## src/rtl/conv_tap_sequencer.sv

```systemverilog
// rtl/conv_tap_sequencer.sv - serialises one KxK window/weight set into the float MAC kernel and returns its sum
// Optional bias tap enabled by defining CONV_BIAS_EN.
module conv_tap_sequencer #(
    parameter int DATA_WIDTH  = 32,
    parameter int KERNEL_SIZE = 3,
    parameter int MAC_LATENCY = 3
) (
    input  logic                                      clk,
    input  logic                                      rst,
    input  logic                                      i_valid,
    output logic                                      o_ready,
    input  logic [KERNEL_SIZE*KERNEL_SIZE*DATA_WIDTH-1:0] i_window,
    input  logic [KERNEL_SIZE*KERNEL_SIZE*DATA_WIDTH-1:0] i_weights,
`ifdef CONV_BIAS_EN
    input  logic [DATA_WIDTH-1:0]                     i_bias,
`endif
    output logic [DATA_WIDTH-1:0]                     o_pixel,
    output logic [DATA_WIDTH-1:0]                     o_weight,
    output logic                                      o_clear,
    input  logic [DATA_WIDTH-1:0]                     i_sum,
    output logic                                      o_result_valid,
    input  logic                                      i_result_ready,
    output logic [DATA_WIDTH-1:0]                     o_result
);

    localparam int NTAP = KERNEL_SIZE * KERNEL_SIZE;
`ifdef CONV_BIAS_EN
    localparam int NFEED = NTAP + 1;
`else
    localparam int NFEED = NTAP;
`endif
    localparam int CW = $clog2(NTAP + 1);
    localparam logic [CW-1:0] LAST_TAP   = CW'(NFEED - 1);
    localparam logic [CW-1:0] DRAIN_LAST = CW'(MAC_LATENCY - 1);

    localparam logic [2:0] IDLE  = 3'd0;
    localparam logic [2:0] CLEAR = 3'd1;
    localparam logic [2:0] FEED  = 3'd2;
    localparam logic [2:0] DRAIN = 3'd3;
    localparam logic [2:0] OUT   = 3'd4;

    logic [2:0]            state;
    logic [CW-1:0]         tap;
    logic [CW-1:0]         drain;
    logic [DATA_WIDTH-1:0] win_buf [NFEED];
    logic [DATA_WIDTH-1:0] wgt_buf [NFEED];

    logic accept;
    assign accept = (state == IDLE) && i_valid && o_ready;

    // Window buffers carry no reset: their contents only matter after a fresh accept.
    always_ff @(posedge clk) begin
        if (accept) begin
            for (int i = 0; i < NTAP; i++) begin
                win_buf[i] <= i_window[i*DATA_WIDTH +: DATA_WIDTH];
                wgt_buf[i] <= i_weights[i*DATA_WIDTH +: DATA_WIDTH];
            end
`ifdef CONV_BIAS_EN
            win_buf[NTAP] <= i_bias;
            wgt_buf[NTAP] <= DATA_WIDTH'(32'h3F800000);
`endif
        end
    end

    always_ff @(posedge clk) begin
        if (rst) begin
            state          <= IDLE;
            o_ready        <= 1'b0;
            o_result_valid <= 1'b0;
            o_result       <= '0;
            tap            <= '0;
            drain          <= '0;
        end else begin
            case (state)
                IDLE: begin
                    if (accept) begin
                        state   <= CLEAR;
                        o_ready <= 1'b0;
                    end else begin
                        o_ready <= 1'b1;
                    end
                end
                CLEAR: begin
                    state <= FEED;
                    tap   <= '0;
                end
                FEED: begin
                    if (tap == LAST_TAP) begin
                        state <= DRAIN;
                        drain <= '0;
                    end else begin
                        tap <= tap + 1'b1;
                    end
                end
                DRAIN: begin
                    // Kernel output is complete MAC_LATENCY edges after the last tap.
                    if (drain == DRAIN_LAST) begin
                        o_result       <= i_sum;
                        o_result_valid <= 1'b1;
                        state          <= OUT;
                    end else begin
                        drain <= drain + 1'b1;
                    end
                end
                OUT: begin
                    if (i_result_ready) begin
                        o_result_valid <= 1'b0;
                        o_ready        <= 1'b1;
                        state          <= IDLE;
                    end
                end
                default: begin
                    state   <= IDLE;
                    o_ready <= 1'b0;
                end
            endcase
        end
    end

    // The kernel re-adds its product every cycle, so data must be zero outside FEED.
    always_comb begin
        o_pixel  = '0;
        o_weight = '0;
        o_clear  = 1'b1;
        if (state == FEED) begin
            o_pixel  = win_buf[tap];
            o_weight = wgt_buf[tap];
            o_clear  = 1'b0;
        end else if (state == DRAIN) begin
            o_clear = 1'b0;
        end
    end

endmodule

```

## config.mk

```make
export PLATFORM = sky130hd
export DESIGN_NAME = conv_tap_sequencer
export DESIGN_NICKNAME = d
export VERILOG_FILES = /design/src/rtl/conv_tap_sequencer.sv
export SDC_FILE = /design/constraint.sdc
export NUM_CORES = 1
export LEC_CHECK = 0
export BUFFER_PORTS_ARGS = -buffer_cell sky130_fd_sc_hd__buf_2
export CAP_MARGIN = 10
export CORE_AREA = 2 2 276 278
export CTS_CLUSTER_SIZE = 40
export DETAILED_ROUTE_END_ITERATION = 16
export DIE_AREA = 0 0 278 280
export PLACE_DENSITY = 0.58
export SLEW_MARGIN = 40
export SYNTH_ARGS = -nofsm -noshare
export SYNTH_HDL_FRONTEND = slang
export SYNTH_SLANG_ARGS = --single-unit
export TNS_END_PERCENT = 5
```

## constraint.sdc

```tcl
create_clock -name clk -period 60.1 [get_ports clk]
set_input_delay 12.02 -clock clk [delete_from_list [all_inputs] [get_ports clk]]
set_output_delay 12.02 -clock clk [all_outputs]
set_load 0.005 [all_outputs]
```

Word-level counts from Yosys, hierarchy flattened
Memory sizes are Yosys's and may differ from the RTL's. A register that Yosys moved wholly into a read port is not among the register bits.
Index checks and enable logic that the tools add are counted.

word-level totals
  register bits after elaboration = 45
  bits in writable memories = 576
  memories kept = 2

operators by class
  add/subtract/negate cells = 2
  equal/unequal tests = 12
  multiplexer cells = 26
  bitwise operators = 1
  reductions and logical operators = 13

memories
  name     depth  bits a word  read ports  clocked after Yosys merged registers in  write ports  line  text
  wgt_buf  9      32           1           1                                        9            46    logic [DATA_WIDTH-1:0] wgt_buf [NFEED];
  win_buf  9      32           1           1                                        9            45    logic [DATA_WIDTH-1:0] win_buf [NFEED];

operators with widths
  kind                   count
  $mux W32               2
  $mux W4                7
  $pmux W4 S2            2
  $pmux W3 S5            1
  $mux W3                4
  $ne A2 B2 Y1 const B   6
  $add A4 B1 Y4 const B  2
  $mux W1                8
  $eq A3 B2 Y1 const B   2
  $reduce_and A2 Y1      3
  $reduce_and A3 Y1      2
  $reduce_bool A2 Y1     3
  $eq A4 B2 Y1 const B   1
  $eq A4 B4 Y1 const B   1
  $reduce_and A4 Y1      1
  $eq A3 B1 Y1 const B   1
  $eq A3 B3 Y1 const B   1
  $logic_not A3 Y1       1
  $pmux W1 S3            1
  $reduce_or A3 Y1       1
  $logic_and A1 B1 Y1    2
  $pmux W1 S2            1
  $not A1 Y1             1

Depth between registers and ports, before layout
  depth after elaboration = 5
  gate-level depth with buffers = 8

Worst setup path after synthesis
Ideal clock, no wire load.

  kind = in2reg
  from = input i_valid
  to = register o_ready
  library setup time = 1318 ps
  arrival = 36798 ps
  slack = 21983 ps
  stages on the path = 3
  buffers on the path = 0
  cells stage by stage = nand3b_1 nor2_1 a2111oi_0

between the ends
  word-level cells in the longest chain between the ends = 4

RTL lines
  element                           line  text
  start, declared                   10    input logic i_valid,
  $logic_and A1 B1 Y1 (2 in a row)  49    assign accept = (state == IDLE) && i_valid && o_ready;
  via accept                        48    logic accept;
  $mux W1                           76    if (accept) begin
  $pmux W1 S3                       74    case (state)
  end signal, assigned              68    o_ready <= 1'b0;
  end signal, assigned              78    o_ready <= 1'b0;
  end signal, assigned              80    o_ready <= 1'b1;
  end, declared                     11    output logic o_ready,

The timed path passes the listed nets, and every way through them passes these cells.
A chain may end at the register's enable or synchronous reset.

==> reports/metrics.yaml <==
outcome: "finished clean"
drtIter0Drc: 961
clock_latency_ps: 590
crit_family: "buffers and inverters"
r2r_end: "win_buf[2][22]$_DFFE_PP_"
path_clk_slew_ps: 60
cts_tree: "yes"
drc: 0
crit_arrival_ps: 3770
fillers: 6807
cts_setup_buffers: 0
portBuffers: 710
routed_wl_um: 68700
post_drt_wl_per_cell_um: 23.0
dp_hpwl_um: 48600
fp.dieW_um: 278
drive_gt1_share_pct: 54.7
antenna_found_initial: 37
post-route-util_pct: 41.4
maxSlewViolCount: 0
synth_edf_count: 576
die_height_um: 280
initial_core_util_pct: 32.4
timing.rr.start: "state[0]$_SDFFE_PP0P_"
grt_use_total_pct: 17.0
cts_sinks: 625
r2r_cells: 7
grt_pass1_wl_um: 96600
yosys_warnings: 0
placed_area_um2: 28800
setup_viol: 0
ys_ff_latch: 625
hp-class: "reg2reg"
grt_setup_unrepaired: "no"
hold-path-endpoint: "o_result[11]$_SDFFE_PP0P_"
synth_cell_type_count: 44
num_vias: 14200
p_per_area_nw_per_um2: 32.9
final_common_cell: "buf_2"
finClkSkew_ps: 30.5
place_congestion: 0.865
maxCapViolations: 0
ant_nets: 0
cts_max_level: 3
ir_drop_v: 0.0000237
cpMaxStageDelayCell: "dfxtp_4"
power_w: 0.00103
firstDrtPassIters: 5
worstSetupStartpointType: "flop"
timing.fmax_mhz: 63.3
synthFlopType: "edfxtp_1"
setup_tns_ps: 0
cts_resized: 0
synth_cells: 1192
row_count: 101
fin_hold_ws_ps: 456
crit_path_cell_trace: "buf_4 > buf_12 > buf_4 > mux4_2 > o22ai_2 > nor3_2 > buf_2"
power_leakage_nw: 11.1
stdcell_area_um2: 31200
endpoint_kind: "primary output"
rrSetupSlack_ps: 56060
worstMarginPinSlew_ps: 856
synth_nets: 1808
crit_fanout: 33
avgSynthCellArea_um2: 20.4
synth.yosys.seq_area_share_pct: 75.1
min_from: "o_result[11]$_SDFFE_PP0P_"
layout_common_cells: "buf_2 (709), edfxtp_1 (576), mux4_2 (128)"
max_slew_margin_pct: 42.9
grt_max_degree: 103
dieArea_um2: 77800
synthToLayoutAreaGrowth_pct: 28.0
hold_viol_final: 0
timing.final.crit_share_pct: 26.3
core_region_area_um2: 75200
pin_count: 711
cpMostUsedCell: "buf_4"
grt_pass1_vias: 15200
grt_overflow: 0
worst-path-buf-inv: 4
nNetsFinal: 2537
cts_hold_buf: 0
async_reset_ff_share_pct: 0
min_period_ps: 15790
cts_root_buffer: "clkbuf_16"
crit_type: "reg2out"
clk_path_buf_depth: 3
max_stage_delay_ps: 810
cts_buffers: 70
cp.required_ps: 48080
via_per_inst: 4.77
synth_area_um2: 24300
hold_depth: 2
-- flip-flops by register name, summed over array words and instances (netlist names), named ones only --
register / flops
o_result: 32
tap: 4
state: 3
drain: 4
o_ready: 1
o_result_valid: 1
wgt_buf: 288
win_buf: 288
-- stage by stage --
stage	instances	setup WS (ps)
after floorplan	1192	21980
after global placement	2823	44300
after detailed placement	2826	44600
after CTS	2952	44060
after global routing	2976	43950
final	2983	44310
-- synthesized netlist by cell type, types with 3 or more instances --
| cell type | number | area [µm²] |
|---|---|---|
| edfxtp_1 | 576 | 17300 |
| mux4_2 | 128 | 2880 |
| nand2_1 | 69 | 259 |
| nor2b_1 | 66 | 413 |
| nor3_2 | 56 | 561 |
| o22ai_2 | 56 | 701 |
| dfxtp_1 | 49 | 981 |
| a21oi_1 | 42 | 210 |
| buf_2 | 37 | 185 |
| clkbuf_1 | 15 | 56.3 |
| nor3_1 | 11 | 55.1 |
| buf_12 | 8 | 160 |
| o22ai_1 | 8 | 50.1 |
| inv_1 | 6 | 22.5 |
| nor2_1 | 6 | 22.5 |
| o21ai_1 | 6 | 30.0 |
| buf_8 | 5 | 75.1 |
| and2_1 | 4 | 25.0 |
| buf_6 | 4 | 45.0 |
| ha_1 | 4 | 50.1 |
| nand3_1 | 4 | 20.0 |
| nand2b_1 | 3 | 18.8 |
| nand3b_1 | 3 | 22.5 |
-- area by class of cell --
| class | instances | area, µm² | share of cell area, % |
|---|---|---|---|
| clock buffer | 84 | 1840 | 5.89 |
| antenna | 30 | 75.1 | 0.241 |
| sequential | 625 | 18300 | 58.7 |
| inverter | 7 | 26.3 | 0.0843 |
| clock inverter | 42 | 393 | 1.26 |
| timing repair buffer | 730 | 3810 | 12.2 |
| multi-input combinational | 487 | 5520 | 17.7 |
| tap | 978 | 1220 | 3.93 |
-- worst min-delay path, cell delays in order (launching register included) --
cell,delay (ps)
dfxtp_1,310
nand2_1,50
a21oi_1,50
-- per-layer routing --
metal	vias to the layer above	share of wire (%)	GRT usage, %
li1	6319	-	-
met1	7163	37	19.3
met2	582	53	29.7
met3	143	7.0	4.68
met4	18	3.5	7.80
met5	-	0.16	0
-- how the worst max path moves through the flow --
stage,startpoint,depth (start not counted),slack (ps),to
after global placement,i_valid,6,44300,win_buf[6][25]$_DFFE_PP_
after detailed placement,i_valid,6,44600,win_buf[0][23]$_DFFE_PP_
after CTS,flop,7,44060,o_weight[27]
final,flop,7,44310,o_weight[27]
after global routing,flop,7,43950,o_weight[28]
after floorplan,i_valid,3,21980,o_ready$_SDFFE_PP0P_
-- cells by family after synthesis --
| logic type | share of synthesized area, % |
|---|---|
| compound gates | 4.30 |
| flops | 75.1 |
| fa+ha+maj | 0.206 |
| buf+inv | 2.35 |
| simple gates | 6.16 |
| mux | 11.8 |
| xor+xnor | 0.0720 |
-- report_power, final --
group | leakage (nW) | switching, W | internal, W | total (W)
registers | 5.71 | 0.0000102 | 0.000512 | 0.000522
clock network | 1.09 | 0.000173 | 0.000245 | 0.000417
logic | 4.33 | 0.0000443 | 0.0000425 | 0.0000868
total | 11.1 | 0.000227 | 0.000799 | 0.00103
(Power assumes the default switching activity.)
